File: src/rtl/riscv_mem_pkg.sv
// riscv_mem_pkg: funct3 encodings shared with the load path, store FSM states and error codes
package riscv_mem_pkg;
  localparam logic [2:0] F3_SB = 3'b000;
  localparam logic [2:0] F3_SH = 3'b001;
  localparam logic [2:0] F3_SW = 3'b010;
  localparam logic [1:0] ERR_OK = 2'b00;
  localparam logic [1:0] ERR_MISALIGN = 2'b01;
  localparam logic [1:0] ERR_FUNCT3 = 2'b10;
  localparam logic [1:0] ERR_TIMEOUT = 2'b11;
  typedef enum logic [1:0] {S_IDLE, S_CHECK, S_READ, S_WRITE} state_t;
endpackage

File: src/rtl/store_unit_if.sv
// store_unit_if: core request/completion and single-word memory port of the store unit
interface store_unit_if #(
  parameter int AW = 32
);
  logic req_valid;
  logic req_ready;
  logic [AW-1:0] req_addr;
  logic [31:0] req_data;
  logic [2:0] req_funct3;
  logic done;
  logic [1:0] err_code;
  logic [AW-1:0] mem_addr;
  logic [31:0] mem_wdata;
  logic [3:0] mem_wstrb;
  logic mem_we;
  logic mem_re;
  logic [31:0] mem_rdata;
  logic mem_ready;
  modport slave (
    input req_valid, req_addr, req_data, req_funct3, mem_rdata, mem_ready,
    output req_ready, done, err_code, mem_addr, mem_wdata, mem_wstrb, mem_we, mem_re
  );
  modport master (
    output req_valid, req_addr, req_data, req_funct3, mem_rdata, mem_ready,
    input req_ready, done, err_code, mem_addr, mem_wdata, mem_wstrb, mem_we, mem_re
  );
endinterface

File: src/rtl/store_align.sv
// store_align: places SB/SH/SW data on its byte lanes and flags natural-alignment violations
module store_align
  import riscv_mem_pkg::*;
(
  input  logic [1:0]  a,
  input  logic [2:0]  funct3,
  input  logic [31:0] data,
  output logic [31:0] wdata,
  output logic [3:0]  wstrb,
  output logic        misaligned
);
  assign wstrb = funct3 == F3_SB ? 4'b0001 << a :
                 funct3 == F3_SH ? 4'b0011 << a :
                 funct3 == F3_SW ? 4'b1111 : 4'b0000;
  assign wdata = funct3 == F3_SB ? {24'b0, data[7:0]} << {a, 3'b000} :
                 funct3 == F3_SH ? {16'b0, data[15:0]} << {a, 3'b000} :
                 funct3 == F3_SW ? data : 32'b0;
  assign misaligned = (funct3 == F3_SH && a[0]) || (funct3 == F3_SW && a != 2'b00);
endmodule

File: src/rtl/store_unit.sv
// store_unit: RISC-V SB/SH/SW store path with lane alignment, strobes and wait timeout
// STORE_RMW_EN: memory lacks byte enables, SB/SH become read-merge-write
module store_unit
  import riscv_mem_pkg::*;
#(
  parameter int ADDR_WIDTH = 32,
  parameter int MAX_WAIT = 255
) (
  input logic clk,
  input logic reset,
  store_unit_if.slave bus
);
`ifdef STORE_RMW_EN
  localparam bit RMW = 1'b1;
`else
  localparam bit RMW = 1'b0;
`endif
  localparam int CW = $clog2(MAX_WAIT + 1);
  state_t state, state_nx;
  logic [1:0] a_q;
  logic [31:0] data_q;
  logic [2:0] f3_q;
  logic [CW-1:0] wait_cnt;
  logic done_q, done_nx;
  logic [1:0] err_q, err_nx;
  logic [ADDR_WIDTH-1:0] addr_q;
  logic [31:0] wdata_q;
  logic [3:0] wstrb_q;
  logic [31:0] al_wdata;
  logic [3:0] al_wstrb;
  logic al_mis, bad_f3, busy, tmo;
  logic [31:0] lane_mask;
  store_align u_align (
    .a(a_q),
    .funct3(f3_q),
    .data(data_q),
    .wdata(al_wdata),
    .wstrb(al_wstrb),
    .misaligned(al_mis)
  );
  assign bad_f3 = f3_q > F3_SW;
  assign busy = state == S_READ || state == S_WRITE;
  // the stall that would make the count reach MAX_WAIT aborts instead
  assign tmo = busy && !bus.mem_ready && wait_cnt == CW'(MAX_WAIT - 1);
  assign lane_mask = {{8{al_wstrb[3]}}, {8{al_wstrb[2]}}, {8{al_wstrb[1]}}, {8{al_wstrb[0]}}};
  always_comb begin
    state_nx = state;
    done_nx = 1'b0;
    err_nx = ERR_OK;
    case (state)
      S_IDLE: state_nx = bus.req_valid ? S_CHECK : S_IDLE;
      S_CHECK: begin
        state_nx = (bad_f3 || al_mis) ? S_IDLE : (RMW && f3_q != F3_SW) ? S_READ : S_WRITE;
        done_nx = bad_f3 || al_mis;
        err_nx = bad_f3 ? ERR_FUNCT3 : al_mis ? ERR_MISALIGN : ERR_OK;
      end
      S_READ: begin
        state_nx = bus.mem_ready ? S_WRITE : tmo ? S_IDLE : S_READ;
        done_nx = tmo;
        err_nx = tmo ? ERR_TIMEOUT : ERR_OK;
      end
      S_WRITE: begin
        state_nx = (bus.mem_ready || tmo) ? S_IDLE : S_WRITE;
        done_nx = bus.mem_ready || tmo;
        err_nx = tmo ? ERR_TIMEOUT : ERR_OK;
      end
      default: state_nx = S_IDLE;
    endcase
  end
  always_ff @(posedge clk) begin
    if (reset) begin
      state <= S_IDLE;
      wait_cnt <= '0;
      done_q <= 1'b0;
      err_q <= ERR_OK;
      addr_q <= '0;
      wdata_q <= '0;
      wstrb_q <= '0;
      a_q <= '0;
      data_q <= '0;
      f3_q <= '0;
    end else begin
      state <= state_nx;
      done_q <= done_nx;
      err_q <= err_nx;
      wait_cnt <= state_nx != state ? '0 : (busy && !bus.mem_ready) ? wait_cnt + 1'b1 : wait_cnt;
      if (state == S_IDLE && bus.req_valid) begin
        addr_q <= {bus.req_addr[ADDR_WIDTH-1:2], 2'b00};
        a_q <= bus.req_addr[1:0];
        data_q <= bus.req_data;
        f3_q <= bus.req_funct3;
      end
      if (state == S_CHECK) begin
        wdata_q <= al_wdata;
        wstrb_q <= RMW ? 4'b1111 : al_wstrb;
      end
      if (state == S_READ && bus.mem_ready) wdata_q <= (bus.mem_rdata & ~lane_mask) | al_wdata;
    end
  end
  assign bus.req_ready = state == S_IDLE;
  assign bus.done = done_q;
  assign bus.err_code = err_q;
  assign bus.mem_addr = addr_q;
  assign bus.mem_wdata = wdata_q;
  assign bus.mem_wstrb = wstrb_q;
  assign bus.mem_we = state == S_WRITE;
  assign bus.mem_re = RMW && state == S_READ;
endmodule
File: src/flat_wrapper.sv
// flat-port wrapper written by rule: the top's interface ports become plain ports
module store_unit_flat import riscv_mem_pkg::*;
#(
  parameter int ADDR_WIDTH = 32,
  parameter int MAX_WAIT = 255
)
  (clk, reset, bus_req_valid, bus_req_addr, bus_req_data, bus_req_funct3, bus_mem_rdata, bus_mem_ready, bus_req_ready, bus_done, bus_err_code, bus_mem_addr, bus_mem_wdata, bus_mem_wstrb, bus_mem_we, bus_mem_re);
  store_unit_if bus_i ();
  input logic clk;
  input logic reset;
  input wire logic [$bits(bus_i.req_valid)-1:0] bus_req_valid;
  input wire logic [$bits(bus_i.req_addr)-1:0] bus_req_addr;
  input wire logic [$bits(bus_i.req_data)-1:0] bus_req_data;
  input wire logic [$bits(bus_i.req_funct3)-1:0] bus_req_funct3;
  input wire logic [$bits(bus_i.mem_rdata)-1:0] bus_mem_rdata;
  input wire logic [$bits(bus_i.mem_ready)-1:0] bus_mem_ready;
  output wire logic [$bits(bus_i.req_ready)-1:0] bus_req_ready;
  output wire logic [$bits(bus_i.done)-1:0] bus_done;
  output wire logic [$bits(bus_i.err_code)-1:0] bus_err_code;
  output wire logic [$bits(bus_i.mem_addr)-1:0] bus_mem_addr;
  output wire logic [$bits(bus_i.mem_wdata)-1:0] bus_mem_wdata;
  output wire logic [$bits(bus_i.mem_wstrb)-1:0] bus_mem_wstrb;
  output wire logic [$bits(bus_i.mem_we)-1:0] bus_mem_we;
  output wire logic [$bits(bus_i.mem_re)-1:0] bus_mem_re;
  assign bus_i.req_valid = bus_req_valid;
  assign bus_i.req_addr = bus_req_addr;
  assign bus_i.req_data = bus_req_data;
  assign bus_i.req_funct3 = bus_req_funct3;
  assign bus_i.mem_rdata = bus_mem_rdata;
  assign bus_i.mem_ready = bus_mem_ready;
  assign bus_req_ready = bus_i.req_ready;
  assign bus_done = bus_i.done;
  assign bus_err_code = bus_i.err_code;
  assign bus_mem_addr = bus_i.mem_addr;
  assign bus_mem_wdata = bus_i.mem_wdata;
  assign bus_mem_wstrb = bus_i.mem_wstrb;
  assign bus_mem_we = bus_i.mem_we;
  assign bus_mem_re = bus_i.mem_re;
  store_unit #(.ADDR_WIDTH(ADDR_WIDTH), .MAX_WAIT(MAX_WAIT)) u_core (.clk(clk), .reset(reset), .bus(bus_i));
endmodule
File: config.mk
export PLATFORM = sky130hd
export DESIGN_NAME = store_unit_flat
export DESIGN_NICKNAME = d
export VERILOG_FILES = /design/src/rtl/riscv_mem_pkg.sv /design/src/rtl/store_unit_if.sv /design/src/rtl/store_align.sv /design/src/rtl/store_unit.sv /design/src/flat_wrapper.sv
export SDC_FILE = /design/constraint.sdc
export NUM_CORES = 1
export LEC_CHECK = 0
export ABC_CLOCK_PERIOD_IN_PS = 2250
export CORE_ASPECT_RATIO = 0.7
export CORE_UTILIZATION = 39
export DETAILED_ROUTE_END_ITERATION = 6
export GPL_TIMING_DRIVEN = 0
export PLACE_DENSITY = 0.78
export RECOVER_POWER = 25
export SYNTH_ARGS = -nofsm -noshare
export SYNTH_HDL_FRONTEND = slang
export SYNTH_HIERARCHICAL = 1
export SYNTH_SLANG_ARGS = --single-unit
File: constraint.sdc
create_clock -name clk -period 2.25 [get_ports clk]
set_input_delay 0.225 -clock clk [delete_from_list [all_inputs] [get_ports clk]]
set_output_delay 0.225 -clock clk [all_outputs]
set_load 0.01 [all_outputs]
Yosys cells after proc, flatten, opt, wreduce, memory -nomap -nowiden
Cells that the tools add are included.
{"block": "word_totals", "out_inout_bits": 74, "word_cells": 62, "in_bits": 103, "reg_bits": 116}
{"block": "op_classes", "magnitude_cmp": 1, "n_eq_ne": 7, "n_mux": 19, "addsub": 1, "reduce_logical": 17, "bitwise": 3, "n_shift": 4}
{"op": "2-to-1 mux 32 bit", "n": 5}
{"op": "AND 32 bit", "n": 1}
{"op": "inverter 32 bit", "n": 1}
{"op": "OR 32 bit", "n": 1}
{"op": "<< shifter 16 x 5 -> 32 bit", "n": 1}
{"op": "<< shifter 8 x 5 -> 32 bit", "n": 1}
{"op": "2-to-1 mux 2 bit", "n": 6}
{"op": "2-to-1 mux 4 bit", "n": 3}
{"op": "adder 8 x 1 -> 8 bit, second input constant", "n": 1}
{"op": "equality test 8 bit, second input constant", "n": 1}
{"op": "case mux 2 bit (4 select lines)", "n": 1}
{"op": "logical AND 1 bit", "n": 6}
{"op": "equality test 2 bit, second input constant", "n": 2}
{"op": "logical OR 1 bit", "n": 4}
{"op": "case mux 2 bit (2 select lines)", "n": 1}
{"op": "nonzero test 2 bit", "n": 2}
{"op": "OR reduction 2 bit", "n": 2}
{"op": "<< shifter 1 x 2 -> 4 bit, first input constant", "n": 1}
{"op": "<< shifter 2 x 2 -> 4 bit, first input constant", "n": 1}
{"op": "equality test 3 x 1 -> 1 bit, second input constant", "n": 1}
{"op": "equality test 3 x 2 -> 1 bit, second input constant", "n": 1}
{"op": "> comparator 3 x 2 -> 1 bit, second input constant", "n": 1}
{"op": "zero test 3 bit", "n": 1}
{"op": "case mux 1 bit (3 select lines)", "n": 1}
{"op": "other kinds (5)", "n": 6}

Logic depth before layout (Yosys ltp)
Gate-level depths: netlist of run 1.
{"block": "logic_depth", "word_depth": 9, "ltp_mapped": 8, "ltp_nobuf": 7}

Cells and area by module
The synthesis of run 1 kept the hierarchy.
{"module": "store_unit", "cells_each": 536, "n_inst": 1, "area_per_inst_um2": 4581.9}
{"module": "store_align", "cells_each": 98, "n_inst": 1, "area_per_inst_um2": 802.0}

Least setup slack after synthesis of run 1
OpenSTA, ideal clock, no wires.
{"block": "synth_path", "kind": "reg2reg", "from": "reg u_core.a_q[0]", "to": "reg u_core.wdata_q[21] (netlist: u_core/bus.mem_wdata[21])", "path_stages_with_launch": 9, "setup_time_ps": 119, "required_ps": 2131, "n_path_buf": 1, "path_slack_ps": 66, "arrival_time_ps": 2066, "cell_sequence": "dfxtp_1 -> buf_2 -> inv_1 -> ha_1 -> nand2b_1 -> a211oi_1 -> nand2b_1 -> a21oi_1 -> o221a_1"}
{"block": "synth_via", "elab_chain_cells": 7}
{"element": "from (decl)", "line": "store_unit.sv:20", "rtl": "logic [1:0] a_q;"}
{"element": "from (signal assigned)", "line": "store_unit.sv:89", "rtl": "a_q <= bus.req_addr[1:0];"}
{"element": "<< shifter 2 x 2 -> 4 bit", "line": "store_align.sv:13", "rtl": "funct3 == F3_SH ? 4'b0011 << a :"}
{"element": "2-to-1 mux 4 bit", "line": "store_align.sv:13"}
{"element": "2-to-1 mux 4 bit *", "line": "store_align.sv:12", "rtl": "assign wstrb = funct3 == F3_SB ? 4'b0001 << a :"}
{"element": "net u_core.al_wstrb[2]", "line": "store_unit.sv:30", "rtl": "logic [3:0] al_wstrb;"}
{"element": "inverter 32 bit *", "line": "store_unit.sv:97", "rtl": "if (state == S_READ && bus.mem_ready) wdata_q <= (bus.mem_rdata & ~lane_mask) | al_wdata;"}
{"element": "AND 32 bit *", "line": "store_unit.sv:97"}
{"element": "OR 32 bit *", "line": "store_unit.sv:97"}
{"element": "2-to-1 mux 32 bit *", "line": "store_unit.sv:97"}
{"element": "to (signal assigned)", "line": "store_unit.sv:94", "rtl": "wdata_q <= al_wdata;"}
{"element": "to (signal assigned)", "line": "store_unit.sv:97"}
{"element": "to (decl)", "line": "store_unit.sv:27", "rtl": "logic [31:0] wdata_q;"}
The timed path passes the listed nets; every way through them passes the cells marked *. The select of a mux whose other input is x is not followed.
A chain may end at the register's enable or synchronous reset.

Worst setup path in the final report of run 1
Ends and elaborated chain as after synthesis.

==> impl_metrics.env, run 1 <==
export IMPL_run_status="finished clean"
export IMPL_ff_latch_area_um2=2326
export IMPL_first_pass_grt_wire_length_um=25770
export IMPL_multiInputGateArea_um2=2829
export IMPL_syn_cell_area_um2=5384
export IMPL_critPathKind="reg -> reg"
export IMPL_most_common_cell_after_layout_fill_and_taps_aside="sky130_fd_sc_hd__nand2_1"
export IMPL_min_delay_path_depth=3
export IMPL_worst_setup_path_end_kind="register"
export IMPL_clock_latency_ns=0.41
export IMPL_critical_path_peak_fanout=10
export IMPL_starting_utilization_of_the_core_area=0.4044
export IMPL_dp_cells=994
export IMPL_hold_class="in -> reg"
export IMPL_grt_setup_unrepaired="no"
export IMPL_synth_edff_count=0
export IMPL_setup_ws_ns=0.1653
export IMPL_slew_headroom=0.5888
export IMPL_seq_area_frac_synth=0.4313
export IMPL_synth_area_top_cells="sky130_fd_sc_hd__dfxtp_1 43%, sky130_fd_sc_hd__nand2_1 10%, sky130_fd_sc_hd__a21oi_1 9.9%"
export IMPL_dp_hpwl_um=12260
export IMPL_final_cells=1026
export IMPL_floorplan_die_width_um=142.4
export IMPL_drt_pass1_iter_count=5
export IMPL_grt_overflow_total=0
export IMPL_fmax_mhz=479.7
export IMPL_clock_sink_total=116
export IMPL_drt_initial_drc_count=351
export IMPL_post_synth_top_area_share=0.4313
export IMPL_via_per_inst=5.232
export IMPL_synth_area_leader_cell="sky130_fd_sc_hd__dfxtp_1"
export IMPL_worst_ep_arrival_time_ns=2.37
export IMPL_layout_drive_gt1_share=0.08323
export IMPL_vias=5368
export IMPL_syn_mean_instance_area_um2=8.492
export IMPL_top_level_ports=177
export IMPL_postRouteAntennaNets=0
export IMPL_numCtsBuffers=17
export IMPL_clock_skew_final_ns=0.01519
export IMPL_post_route_min_period_ns=2.085
export IMPL_grt_antenna_before_repair=0
export IMPL_antenna_cells=0
export IMPL_async_reset_ff_frac=0
export IMPL_final_hold_violations=0
export IMPL_synthCells=634
export IMPL_clk_pin_slew_worst_paths_ns=0.05
export IMPL_pre_cts_slack_ns=-0.5202
export IMPL_number_of_buffers_added_on_ports=173
export IMPL_yosys_register_bits=116
export IMPL_p_leak_nw=3.086
export IMPL_postRouteWirelength_um=16460
export IMPL_layout_common_cells="148 x sky130_fd_sc_hd__nand2_1, 128 x sky130_fd_sc_hd__clkdlybuf4s50_1, 115 x sky130_fd_sc_hd__dfxtp_1"
export IMPL_post_drt_wl_per_cell_um=16.04
export IMPL_yosys_cell_types_count=52
export IMPL_place_gp_congestion=0.8936
export IMPL_fillers=1231
export IMPL_maximum_number_of_pins_on_one_net_before_global_route_repair=17
export IMPL_power_density_nw_per_um2=824.8
export IMPL_reg2regPathDepth=8
export IMPL_worstMarginPinSlew_ns=0.6155
export IMPL_floorplan_die_area_um2=14290
export IMPL_drv_cap=0
export IMPL_area_added_between_synthesis_and_finish_pct=47.76
export IMPL_slew_viol_final=0
export IMPL_final_nets=938
export IMPL_htreeDepth=4
export IMPL_tritoncts="done"
export IMPL_vias_in_the_first_global_route=5063
export IMPL_grt_use_total=0.2334
export IMPL_die_height_um=100.3
export IMPL_worst_setup_path_start_kind="register"
export IMPL_ctsLongestPathBuffers=2
export IMPL_tns_ns=0
export IMPL_setup_violations_final=0
export IMPL_clock_root_buffer="sky130_fd_sc_hd__clkbuf_16"
export IMPL_timing_final_crit_share=0.9265
export IMPL_worst_ep_required_time_ns=2.54
export IMPL_core_um2=13310
export IMPL_vdd_drop_max_uv=519.3
export IMPL_yosysWarnings=6
export IMPL_synthFlopType="sky130_fd_sc_hd__dfxtp_1"
export IMPL_remaining_drc_errors=0
export IMPL_num_rows=35
export IMPL_layout_core_utilization=0.5976
synthesized netlist by cell type (all sizes together) (2+ instances only):
library cell	count
clkbuf	26
buf	26
o21ai	6
or3	6
ha	6
nand3	3
nand2b	40
nor3	4
nand3b	4
a21oi	108
o221a	32
o31ai	3
or2	3
nor2	11
a211oi	5
dfxtp	116
nand2	148
nor4b	2
and2	10
a221o	8
inv	6
mux2i	9
a221oi	7
or4	3
a22o	15
a21o	8
nor3b	2
worst paths after layout:
path	start	endpoint	slack, ns
min reg2reg	u_core/bus.mem_addr[16]	u_core/bus.mem_addr[16]	0.45
min	bus_req_addr[16]	u_core/bus.mem_addr[16]	0.36
max reg2reg	u_core/a_q[0]	u_core/bus.mem_wdata[21]	0.17
max	u_core/a_q[0]	u_core/bus.mem_wdata[21]	0.17
metal layers:
metal  global-route usage  part of all wire
met1               0.2996              0.43
met2               0.3590              0.44
met3              0.09590              0.12
met4              0.06617             0.011
met5                    0                 0
through the flow:
stage,cell area [um^2],power [mW],hold WS (ns)
after floorplan,5391,3.305,0.3610
after detailed placement,7355,4.067,0.4460
after CTS,7939,6.627,0.3497
final,7955,6.561,0.3584
after global routing,7955,6.863,0.3603
after global placement,7355,4.048,0.4406
layout make-up:
class | instances | share of cell area
inverters | 6 | 0.002831
clock inverters | 9 | 0.009909
repair buffers | 174 | 0.2186
well taps | 185 | 0.02910
plain buffers | 52 | 0.03067
multi-input cells | 462 | 0.3556
flip-flops and latches | 116 | 0.2924
clock buffers | 22 | 0.06087
critical path, cell delays in order (launching register included):
cell and delay (ns):
sky130_fd_sc_hd__dfxtp_4 0.41, sky130_fd_sc_hd__buf_4 0.23, sky130_fd_sc_hd__inv_1 0.10, sky130_fd_sc_hd__ha_1 0.29, sky130_fd_sc_hd__nand2b_1 0.08, sky130_fd_sc_hd__a211oi_4 0.37, sky130_fd_sc_hd__nand2b_1 0.17, sky130_fd_sc_hd__a21oi_1 0.07
sky130_fd_sc_hd__o221a_1 0.24
what timing repair did:
item                                    CTS  global route
pin swaps                                 0             1
hold buffers                              0             0
resized for setup                         5             3
cloned                                    0             0
buffers inserted                          0             1
endpoints found under the setup margin   19            23
report_power, final:
group          switching (mW)  leakage, nW  internal, mW  total (mW)
Combinational           0.776         1.86         0.786        1.56
Clock                   0.922        0.278          1.62        2.54
Sequential              0.175        0.951          2.28        2.46
Total                    1.87         3.09          4.69        6.56
sequential cells by signal, summed over array words and instances, names as in the netlist:
signal,flops
u_core/a_q,2
u_core/bus.mem_addr,30
u_core/bus.done,1
u_core/wait_cnt,8
u_core/bus.mem_wstrb,4
u_core/f3_q,3
u_core/data_q,32
u_core/bus.err_code,2
u_core/bus.mem_wdata,32
u_core/state,2
kinds of logic after synthesis:
group	after synthesis	share of synthesized area
muxes	9	0.01673
adders and majority gates	6	0.01394
xor gates and xnor gates	1	0.001627
buffers and inverters	58	0.04903
other	1	0.0006965
DFF	116	0.4313
AOI/OAI and AO/OA	198	0.2570
and+or+nand+nor	245	0.2296
Power figures use the tool's default switching activity.
==> inputs of run 2 (changes only) <==
- CELL_PAD_IN_SITES_DETAIL_PLACEMENT: not set -> 1
- CELL_PAD_IN_SITES_GLOBAL_PLACEMENT: not set -> 1
- CORE_UTILIZATION: 39 -> 30
- PLACE_DENSITY: 0.78 -> 0.82
==> run 2 against run 1 <==
Net effect:
- sequential power barely moved
- sequential cell count did not move
- clock skew fell by 0.0051 ns
- setup slack improved by 0.013 ns
- via count rose by 1.6%
- register-to-register slack barely moved
- critical path type unchanged
- clock-buffer cell count fell by 3
==> impl_metrics.env, run 2 (synthesis gave the netlist of run 1 again) <==
export IMPL_cts_hold_fix_buffers=0
export IMPL_antenna_cells=0
export IMPL_number_of_buffers_added_on_ports=173
export IMPL_clock_sink_total=116
export IMPL_setup_violations_final=0
export IMPL_cpPeakStageDelay_ns=0.48
export IMPL_slew_viol_final=0
export IMPL_vias_in_the_first_global_route=5614
export IMPL_vdd_drop_max_uv=508.0
export IMPL_worst_path_dominant_cell_family="compound AO/OA/AOI/OAI gates"
export IMPL_final_cells=1073
export IMPL_maximum_number_of_pins_on_one_net_before_global_route_repair=17
export IMPL_p_leak_nw=3.105
export IMPL_floorplan_die_area_um2=18490
export IMPL_total_power_mw=6.859
export IMPL_die_height_um=114.1
export IMPL_postRouteAntennaNets=0
export IMPL_critical_path_depth=9
export IMPL_layout_core_utilization=0.4645
export IMPL_postRouteWirelength_um=19500
export IMPL_final_hold_violations=0
export IMPL_worst_setup_path_start_kind="register"
export IMPL_final_nets=938
export IMPL_core_um2=17370
export IMPL_worst_path_max_delay_cell="sky130_fd_sc_hd__dfxtp_2"
export IMPL_worst_ep_arrival_time_ns=2.37
export IMPL_post_route_min_period_ns=2.071
export IMPL_critical_path_peak_fanout=10
export IMPL_numCtsBuffers=17
export IMPL_fillers=2043
export IMPL_place_gp_congestion=0.8446
export IMPL_layout_drive_gt1_share=0.08907
export IMPL_tritoncts="done"
export IMPL_floorplan_die_width_um=162.1
export IMPL_via_per_inst=5.085
export IMPL_drt_pass1_iter_count=5
export IMPL_finish_instance_area_um2=8066
export IMPL_starting_utilization_of_the_core_area=0.3100
export IMPL_dp_cells=1040
export IMPL_critical_path_most_common_cell="sky130_fd_sc_hd__nand2b_1"
export IMPL_grt_setup_unrepaired="no"
export IMPL_reg2regPathDepth=9
export IMPL_power_density_nw_per_um2=850.3
export IMPL_cp_num_buf_inv=3
export IMPL_critPathKind="reg -> reg"
export IMPL_wl_met1_um=9065
export IMPL_htreeDepth=4
export IMPL_top_layer="met4"
export IMPL_layout_common_cells="148 x sky130_fd_sc_hd__nand2_1, 127 x sky130_fd_sc_hd__clkdlybuf4s50_1, 114 x sky130_fd_sc_hd__dfxtp_1"
export IMPL_worstPathCellList="buf_6, inv_1, ha_1, nand2b_1, a211oi_4, buf_4, nand2b_1, a21oi_1, o221a_1"
export IMPL_place_area_um2=7412
export IMPL_drt_initial_drc_count=304
export IMPL_worst_ep_required_time_ns=2.55
export IMPL_multiInputGateArea_um2=2841
export IMPL_min_delay_path_depth=3
export IMPL_setup_ws_ns=0.1787
export IMPL_clock_skew_final_ns=0.01006
export IMPL_grt_use_total=0.2164
export IMPL_drv_cap=0
export IMPL_met3_length_um=1400
export IMPL_tns_ns=0
export IMPL_dp_hpwl_um=14270
export IMPL_top_level_ports=177
export IMPL_hold_worst_slack_ns=0.3588
export IMPL_most_common_cell_after_layout_fill_and_taps_aside="sky130_fd_sc_hd__nand2_1"
export IMPL_worstMarginPinSlew_ns=0.6524
export IMPL_run_status="finished clean"
export IMPL_fmax_mhz=482.8
export IMPL_clk_pin_slew_worst_paths_ns=0.06
export IMPL_hold_class="in -> reg"
export IMPL_clock_latency_ns=0.42
export IMPL_ff_latch_area_um2=2325
export IMPL_area_added_between_synthesis_and_finish_pct=49.83
export IMPL_pre_cts_slack_ns=-0.5813
export IMPL_worst_setup_path_end_kind="register"
export IMPL_num_rows=40
export IMPL_post_drt_wl_per_cell_um=18.17
export IMPL_grt_overflow_total=0
export IMPL_clock_root_buffer="sky130_fd_sc_hd__clkbuf_16"
export IMPL_first_pass_grt_wire_length_um=30710
export IMPL_slew_headroom=0.5627
export IMPL_vias=5456
export IMPL_remaining_drc_errors=0
export IMPL_grt_antenna_before_repair=1
export IMPL_timing_final_crit_share=0.9206
export IMPL_ctsLongestPathBuffers=2
export IMPL_met2WireLength_um=8777
==> run 2: power breakdown <==
part	leakage (nW)	internal (mW)	switching, mW
combinational	1.86	0.790	0.820
sequential	0.951	2.28	0.188
clock	0.289	1.77	1.01
==> run 2: worst reg2reg max path, delay by kind of cell, from the launching register on <==
family,cells,cell delay (ns)
adder cells (fa/ha/maj),1,0.28
buffers and inverters,3,0.48
AND/OR/NAND/NOR,2,0.19
flip-flops,1,0.48
AO/OA/AOI/OAI,3,0.53
==> run 2: per-layer routing <==
layer / GRT usage / up-vias
met4: 0.07358 / 0
met1: 0.2900 / 2616
met2: 0.3373 / 171
met3: 0.05614 / 22
li1: - / 2647
met5: 0 / -
==> run 2: path summary, 6_finish.rpt <==
path                           startpoint                  endpoint  slack, ns
setup / recovery            u_core/a_q[0]  u_core/bus.mem_wdata[23]       0.18
hold / removal           bus_req_addr[14]   u_core/bus.mem_addr[14]       0.36
setup reg to reg            u_core/a_q[0]  u_core/bus.mem_wdata[23]       0.18
hold reg to reg   u_core/bus.mem_addr[28]   u_core/bus.mem_addr[28]       0.45
==> run 2: area by class of cell <==
| class | instances | share of cell area |
|---|---|---|
| inverters | 6 | 0.002792 |
| plain buffers | 52 | 0.03071 |
| repair buffers | 174 | 0.2156 |
| clock inverters | 13 | 0.01970 |
| multi-input cells | 462 | 0.3523 |
| flip-flops and latches | 116 | 0.2882 |
| well taps | 231 | 0.03583 |
| clock buffers | 19 | 0.05491 |
==> run 2: repair_timing <==
action	in CTS	in global routing
gates cloned	0	0
setup endpoints to repair	26	26
gates resized for setup	5	6
hold endpoints to repair	0	0
buffers inserted	0	1
pin swaps	0	1
